[config.mk]
export PLATFORM = sky130hd
export DESIGN_NAME = fb_fetch_scheduler
export DESIGN_NICKNAME = d
export VERILOG_FILES = /design/src/rtl/fb_fetch_scheduler.sv
export SDC_FILE = /design/constraint.sdc
export NUM_CORES = 1
export LEC_CHECK = 0
export ABC_CLOCK_PERIOD_IN_PS = 3300
export CAP_MARGIN = 20
export CORE_ASPECT_RATIO = 1.25
export CORE_MARGIN = 3
export CORE_UTILIZATION = 41
export DETAILED_ROUTE_END_ITERATION = 10
export PLACE_DENSITY_LB_ADDON = 0.12
export RECOVER_POWER = 50
export SLEW_MARGIN = 40
export SYNTH_ARGS = -nofsm -noshare
export SYNTH_HDL_FRONTEND = slang
export SYNTH_SLANG_ARGS = --single-unit
[constraint.sdc]
create_clock -name m00_axi_aclk -period 3.3 [get_ports m00_axi_aclk]
set_clock_uncertainty 0.05 [all_clocks]
set_input_delay 0.495 -clock m00_axi_aclk [delete_from_list [all_inputs] [get_ports m00_axi_aclk]]
set_output_delay 0.495 -clock m00_axi_aclk [all_outputs]
set_load 0.02 [all_outputs]
[src/rtl/fb_fetch_scheduler.sv]
// Framebuffer scanline fetch scheduler: issues AXI4 read bursts per line,
// tracks outstanding bursts, and double-buffers the displayed framebuffer.
module fb_fetch_scheduler #(
  parameter logic [31:0] FB0_BASE        = 32'h81000000,
  parameter logic [31:0] FB1_BASE        = 32'h8112C000,
  parameter int          BURST_LEN       = 64,
  parameter int          BURSTS_PER_LINE = 5,
  parameter int          MAX_OUTSTANDING = 2
) (
  input  logic        m00_axi_aclk,
  input  logic        m00_axi_areset,
  input  logic        line_req,
  input  logic [8:0]  line_idx,
  input  logic        frame_start,
  input  logic        swap_req,
  output logic        m00_axi_arid,
  output logic [31:0] m00_axi_araddr,
  output logic [7:0]  m00_axi_arlen,
  output logic [2:0]  m00_axi_arsize,
  output logic [1:0]  m00_axi_arburst,
  output logic        m00_axi_arvalid,
  input  logic        m00_axi_arready,
  input  logic        m00_axi_rvalid,
  input  logic        m00_axi_rready,
  input  logic        m00_axi_rlast,
  output logic        busy,
  output logic        line_done,
  output logic        active_fb,
  output logic        swap_pending,
  output logic        err
);

  localparam int BW = $clog2(BURSTS_PER_LINE + 1);
  localparam logic [31:0] BURST_BYTES = 32'(BURST_LEN * 8);
  localparam logic [31:0] LINE_BYTES  = 32'(BURST_LEN * 8 * BURSTS_PER_LINE);
  localparam logic [8:0]  LAST_LINE   = 9'd479;

  typedef enum logic [1:0] {
    S_IDLE,
    S_ISSUE,
    S_DRAIN
  } state_e;

  state_e        state_q, state_d;
  logic [8:0]    lidx_q, lidx_d;
  logic          lfb_q, lfb_d;
  logic [BW-1:0] bidx_q, bidx_d;
  logic [1:0]    outs_q, outs_d;
  logic          done_q, done_d;
  logic          afb_q, afb_d;
  logic          swp_q, swp_d;
  logic          err_q, err_d;
  logic          armed_q, armed_d;

  logic          hs;
  logic          cpl;
  logic          dec;
  logic [31:0]   addr;

  assign m00_axi_arid    = 1'b0;
  assign m00_axi_arlen   = 8'(BURST_LEN - 1);
  assign m00_axi_arsize  = 3'b011;
  assign m00_axi_arburst = 2'b01;

  assign m00_axi_arvalid = (state_q == S_ISSUE)
                        && (bidx_q < BW'(BURSTS_PER_LINE))
                        && (outs_q < 2'(MAX_OUTSTANDING));

  assign addr = (lfb_q ? FB1_BASE : FB0_BASE)
              + 32'(lidx_q) * LINE_BYTES
              + 32'(bidx_q) * BURST_BYTES;

  // Address is only meaningful alongside arvalid; park it at zero otherwise
  assign m00_axi_araddr = m00_axi_arvalid ? addr : 32'd0;

  assign hs  = m00_axi_arvalid & m00_axi_arready;
  assign cpl = m00_axi_rvalid & m00_axi_rready & m00_axi_rlast;
  assign dec = cpl && (outs_q != 2'd0);

  assign busy         = (state_q != S_IDLE);
  assign line_done    = done_q;
  assign active_fb    = afb_q;
  assign swap_pending = swp_q;
  assign err          = err_q;

  always_comb begin
    state_d = state_q;
    lidx_d  = lidx_q;
    lfb_d   = lfb_q;
    bidx_d  = bidx_q;
    done_d  = 1'b0;
    err_d   = err_q;
    armed_d = armed_q;
    outs_d  = outs_q + 2'(hs) - 2'(dec);
    afb_d   = afb_q;
    swp_d   = swp_q | swap_req;

    if (line_req && (state_q != S_IDLE || line_idx > LAST_LINE))
      err_d = 1'b1;
    // Stray completions only count as errors once a line has been accepted
    if (cpl && outs_q == 2'd0 && armed_q)
      err_d = 1'b1;

    if (frame_start && swp_d) begin
      afb_d = ~afb_q;
      swp_d = 1'b0;
    end

    unique case (state_q)
      S_IDLE: begin
        if (line_req && line_idx <= LAST_LINE) begin
          state_d = S_ISSUE;
          lidx_d  = line_idx;
          lfb_d   = afb_q;
          bidx_d  = '0;
          armed_d = 1'b1;
        end
      end
      S_ISSUE: begin
        if (hs) begin
          bidx_d = bidx_q + BW'(1);
          if (bidx_q == BW'(BURSTS_PER_LINE - 1))
            state_d = S_DRAIN;
        end
      end
      S_DRAIN: begin
        if (outs_d == 2'd0) begin
          state_d = S_IDLE;
          done_d  = 1'b1;
        end
      end
      default: state_d = S_IDLE;
    endcase
  end

  always_ff @(posedge m00_axi_aclk or posedge m00_axi_areset) begin
    if (m00_axi_areset) begin
      state_q <= S_IDLE;
      lidx_q  <= '0;
      lfb_q   <= 1'b0;
      bidx_q  <= '0;
      outs_q  <= '0;
      done_q  <= 1'b0;
      afb_q   <= 1'b0;
      swp_q   <= 1'b0;
      err_q   <= 1'b0;
      armed_q <= 1'b0;
    end else begin
      state_q <= state_d;
      lidx_q  <= lidx_d;
      lfb_q   <= lfb_d;
      bidx_q  <= bidx_d;
      outs_q  <= outs_d;
      done_q  <= done_d;
      afb_q   <= afb_d;
      swp_q   <= swp_d;
      err_q   <= err_d;
      armed_q <= armed_d;
    end
  end

endmodule

[Word-level counts from Yosys, hierarchy flattened]
Index checks and enable logic that the tools add are counted.
W data, S select, Z words.
Storage, ports and cells
  output and inout bits: 52
  logic and storage cells: 66
  input bits: 18
  bits in registers: 22
Operators by class
  $mul: 1
  bitwise logic cells: 5
  equal/unequal tests: 7
  $lt $le $gt $ge: 4
  reduce and logical (&&, ||, !) cells: 19
  multiplexer cells: 15
  add/subtract/negate cells: 5
Operators by type and width (number)
  $add A32 B12 Y32: 1
  $add A32 B21 Y32: 1
  $mux W32: 1
  $mux W21: 1
  $mul A9 B3 Y12 const B: 1
  $gt A9 B9 Y1 const B: 1
  $le A9 B9 Y1 const B: 1
  $logic_and A1 B1 Y1: 8
  $mux W2: 4
  $reduce_bool A2 Y1: 4
  $logic_not A2 Y1: 3
  $mux W3: 2
  $ne A2 B2 Y1 const B: 3
  $pmux W2 S3: 1
  $pmux W3 S2: 1
  $mux W1: 5
  $reduce_and A4 Y1: 1
  $add A3 B1 Y3 const B: 1
  $and A1 B1 Y1: 3
  $eq A3 B3 Y1 const B: 1
  $lt A3 B3 Y1 const B: 1
  $reduce_and A3 Y1: 1
  $add A2 B1 Y2: 1
  $eq A2 B1 Y1 const B: 1
  other kinds (8): 8

[Depth between registers and ports, before layout]
  depth in word-level cells: 9
  depth in mapped cells: 12
  gate-level depth less buffers: 12

[Worst setup path before layout]
No wires, ideal clock.
  kind: reg-to-output
  start point: register lidx_q[1]
  end point: output port m00_axi_araddr[20]
  data arrival time: 3.031 ns
  stages on the path, launching flop included: 12
  setup slack: -0.276 ns
  path buffers: 0
  data required time: 2.755 ns
  path through: dfrtp_1 -> ha_1 -> ha_1 -> inv_1 -> fa_1 -> xnor2_1 -> ha_1 -> nand4b_1 -> o21ai_0 -> a31oi_1 -> nor4_1 -> mux2i_1
Between the ends
  word-level cells in the longest chain between the ends: 4
Ends and longest elaborated chain
  from (decl): line 45  | logic [8:0] lidx_q, lidx_d;
  from (signal assigned): line 150  | lidx_q <= lidx_d;
  $mul A9 B3 Y12: line 70  | + 32'(lidx_q) * LINE_BYTES
  $add A32 B21 Y32: line 70
  $add A32 B12 Y32: line 71  | + 32'(bidx_q) * BURST_BYTES;
  $mux W32: line 74  | assign m00_axi_araddr = m00_axi_arvalid ? addr : 32'd0;
  to (decl): line 17  | output logic [31:0] m00_axi_araddr,
Every way passes these cells.

[Final worst setup path]
  start point: register lidx_q[3]
  end point: output port m00_axi_araddr[20]
Same word-level chain as after synthesis.

==> metrics <==
data arrival time of the worst path=3.06 ns; library cells used by synthesis=42; Core ar.=4560 um2; highest fanout seen on the critical path=3; # IOs=70; maximum level of the CTS H-tree=1; initial antenna violation count=0; Mapped Avg Cell Area=9.40 um2; # Max-Cap Violations=0; RSZ-0062 raised after global routing=yes; Initial Utilization=between 40% and 50%; CTS root buffer=clkbuf_8; Crit. End Element=primary output; Clock Pin Slew Worst Setup and Hold Paths=0.08 ns; fmax=between 200 and 300 MHz; CTS sink cnt=22; die span in x=68.3 um; Slew headroom=43.6%; synth warn=0; Total Wirelength=4310 um; Die Ht=roughly 84 um; post-layout min period=between 3 and 4 ns; Iteration-0 DRC Markers=33; clk buf depth=2; CP required=2.75 ns; TritonRoute pass-1 iters=2; GP Congestion=roughly 0.75; CTS tree=done; Cell Rows=27; commonest non-fill, non-tap cells in the layout=buf_4 (39), conb_1 (31), clkdlybuf4s50_1 (23), dfrtp_1 (21), nor2_1 (19); Tightest Hold Check Type=reg2reg; Vias=1627; Routed Antenna Nets=0; fin crit share=109%; first-pass GRT wire length=7290 um; setup violators final=6; setup_tns=-1.33 ns; Vias per Instance=4.74; flops & latches, synth=22; worst-margin pin slew=0.844 ns; DRC violations left=0; Synth Cell Area=roughly 2000 um2; kind of critical path=reg2out; Post-Synthesis Cells=212; Total GRT Usage=16.1%; fill cell count=412; commonest non-fill, non-tap cell in the layout=buf_4; ANT cells=0; largest net degree at the start of global routing=23; worst skew pair latency=0.27 ns; cts hold-fix bufs=0; Layout Utilization=63.3%; Critical Path Source Type=register; vias in the first global route=1645; max-slew violation count=0; P&R area growth vs syn=44.9%; die area=5740 um2; grt ovf=0; final hold vios=0; CTS Buf Count=3; post-synthesis sequential area ratio=27.6%; number of port buffers=38; HPWL after DPL=3280 um; wire per inst=12.6 um; failing checks=setup timing; Nets=331; layout cell share with drive strength beyond 1=approximately a third; status=finished, violations left; final setup margin=-0.307 ns
-- flip-flops by register name (all words and copies together) (netlist names) --
| register | flops |
|---|---|
| active_fb | 1 |
| armed_q | 1 |
| bidx_q | 3 |
| err | 1 |
| lfb_q | 1 |
| lidx_q | 9 |
| line_done | 1 |
| outs_q | 2 |
| state_q | 2 |
| swap_pending | 1 |
-- cell usage after synthesis, drive strengths merged --
library cell,count,area share [%]
clkbuf,1,0.19
nand4,1,0.31
nand4b,1,0.44
nor4bb,1,0.50
a21o,4,1.5
xnor2,11,4.8
nand2,10,1.9
or2,1,0.31
a32o,1,0.50
nor3b,1,0.38
ha,25,16
o311ai,1,0.44
o211ai,1,0.38
mux2i,1,0.50
and3,1,0.31
nand3,6,1.5
o41ai,1,1.4
a31oi,2,0.63
and2,3,0.94
nor2b,2,1.0
conb,2,0.38
xor2,5,2.6
fa,2,2.0
o21bai,1,0.57
a211oi,1,0.63
dfrtp,22,28
a21oi,10,2.5
o21ai,10,2.5
nand2b,4,1.3
o21a,1,0.38
inv,10,1.9
mux2,10,5.7
buf,33,12
nor2,20,3.8
nor4,1,0.31
a31o,1,0.44
nor3,3,0.75
o31ai,1,0.63
-- cells by family (layout without fill, tap and decap cells) --
group / count (synthesis) / after routing / synth area share, %
buf+inv: 44 / 88 / 14.5
simple gates: 55 / 55 / 13.7
xor+xnor: 16 / 16 / 7.41
other cells: 2 / 31 / 0.377
flops: 22 / 22 / 27.6
fa+ha+maj: 27 / 27 / 17.7
mux: 11 / 11 / 6.16
compound gates: 35 / 35 / 12.5
-- routing by layer --
layer  global-route usage, %  vias up  part of all wire [%]
met2                    28.9       38                    55
met5                       0        -                     0
li1                        -      820                     -
met4                    4.52        0                   1.4
met3                    1.89        4                   3.7
met1                    19.2      765                    40
-- layout make-up --
class	instances	area (um2)	share of cell area [%]
clock inverter	1	30.0	1.04
tap	58	72.6	2.51
sequential	22	552	19.1
inverter	10	37.5	1.30
multi-input combinational	175	1510	52.4
timing repair buffer	74	642	22.2
clock buffer	3	41.3	1.43
-- worst max-delay path: stages (launching register included) --
cell and delay (ns):
dfrtp_2 0.44, ha_4 0.29, ha_4 0.14, inv_2 0.04, fa_2 0.37, xnor2_2 0.15, ha_1 0.30, nand4b_1 0.13
o21ai_2 0.23, a31oi_4 0.14, nor4_4 0.17, mux2i_2 0.23, buf_4 0.16
-- stage by stage --
| step | worst slack (ns) | cells | area, um2 | hold WS [ns] |
|---|---|---|---|---|
| global route | -0.468 | 343 | 2890 | 0.458 |
| global placement | -0.495 | 337 | 2570 | 0.408 |
| CTS | -0.418 | 344 | 2830 | 0.427 |
| floorplan | -0.108 | 241 | 2110 | 0.384 |
| detailed placement | -0.607 | 337 | 2570 | 0.409 |
| finish | -0.307 | 343 | 2890 | 0.418 |
-- path summary, 6_finish.rpt --
kind / start / to / slack, ns / depth (start not counted)
worst max register to register: bidx_q[0] / state_q[1] / 0.69 / 13
worst min register to register: err / err / 0.42 / 2
min in group asynchronous: m00_axi_areset / lidx_q[2] / 0.78 / 2
worst min-delay path: err / err / 0.42 / 2
worst max-delay path: lidx_q[3] / m00_axi_araddr[20] / -0.31 / 12
max in group asynchronous: m00_axi_areset / lidx_q[3] / 1.85 / 2
-- repair_timing --
| action | 4_1_cts | 5_1_grt |
|---|---|---|
| gates cloned | 0 | 0 |
| hold endpoints to repair | 0 | 0 |
| setup buffers | 3 | 0 |
| pin swaps | 19 | 18 |
| resized for setup | 64 | 15 |
| endpoints found under the setup margin | 8 | 8 |
Power is not shown: default switching activity piles up to over one toggle a cycle in this logic, so the estimate is an artifact.
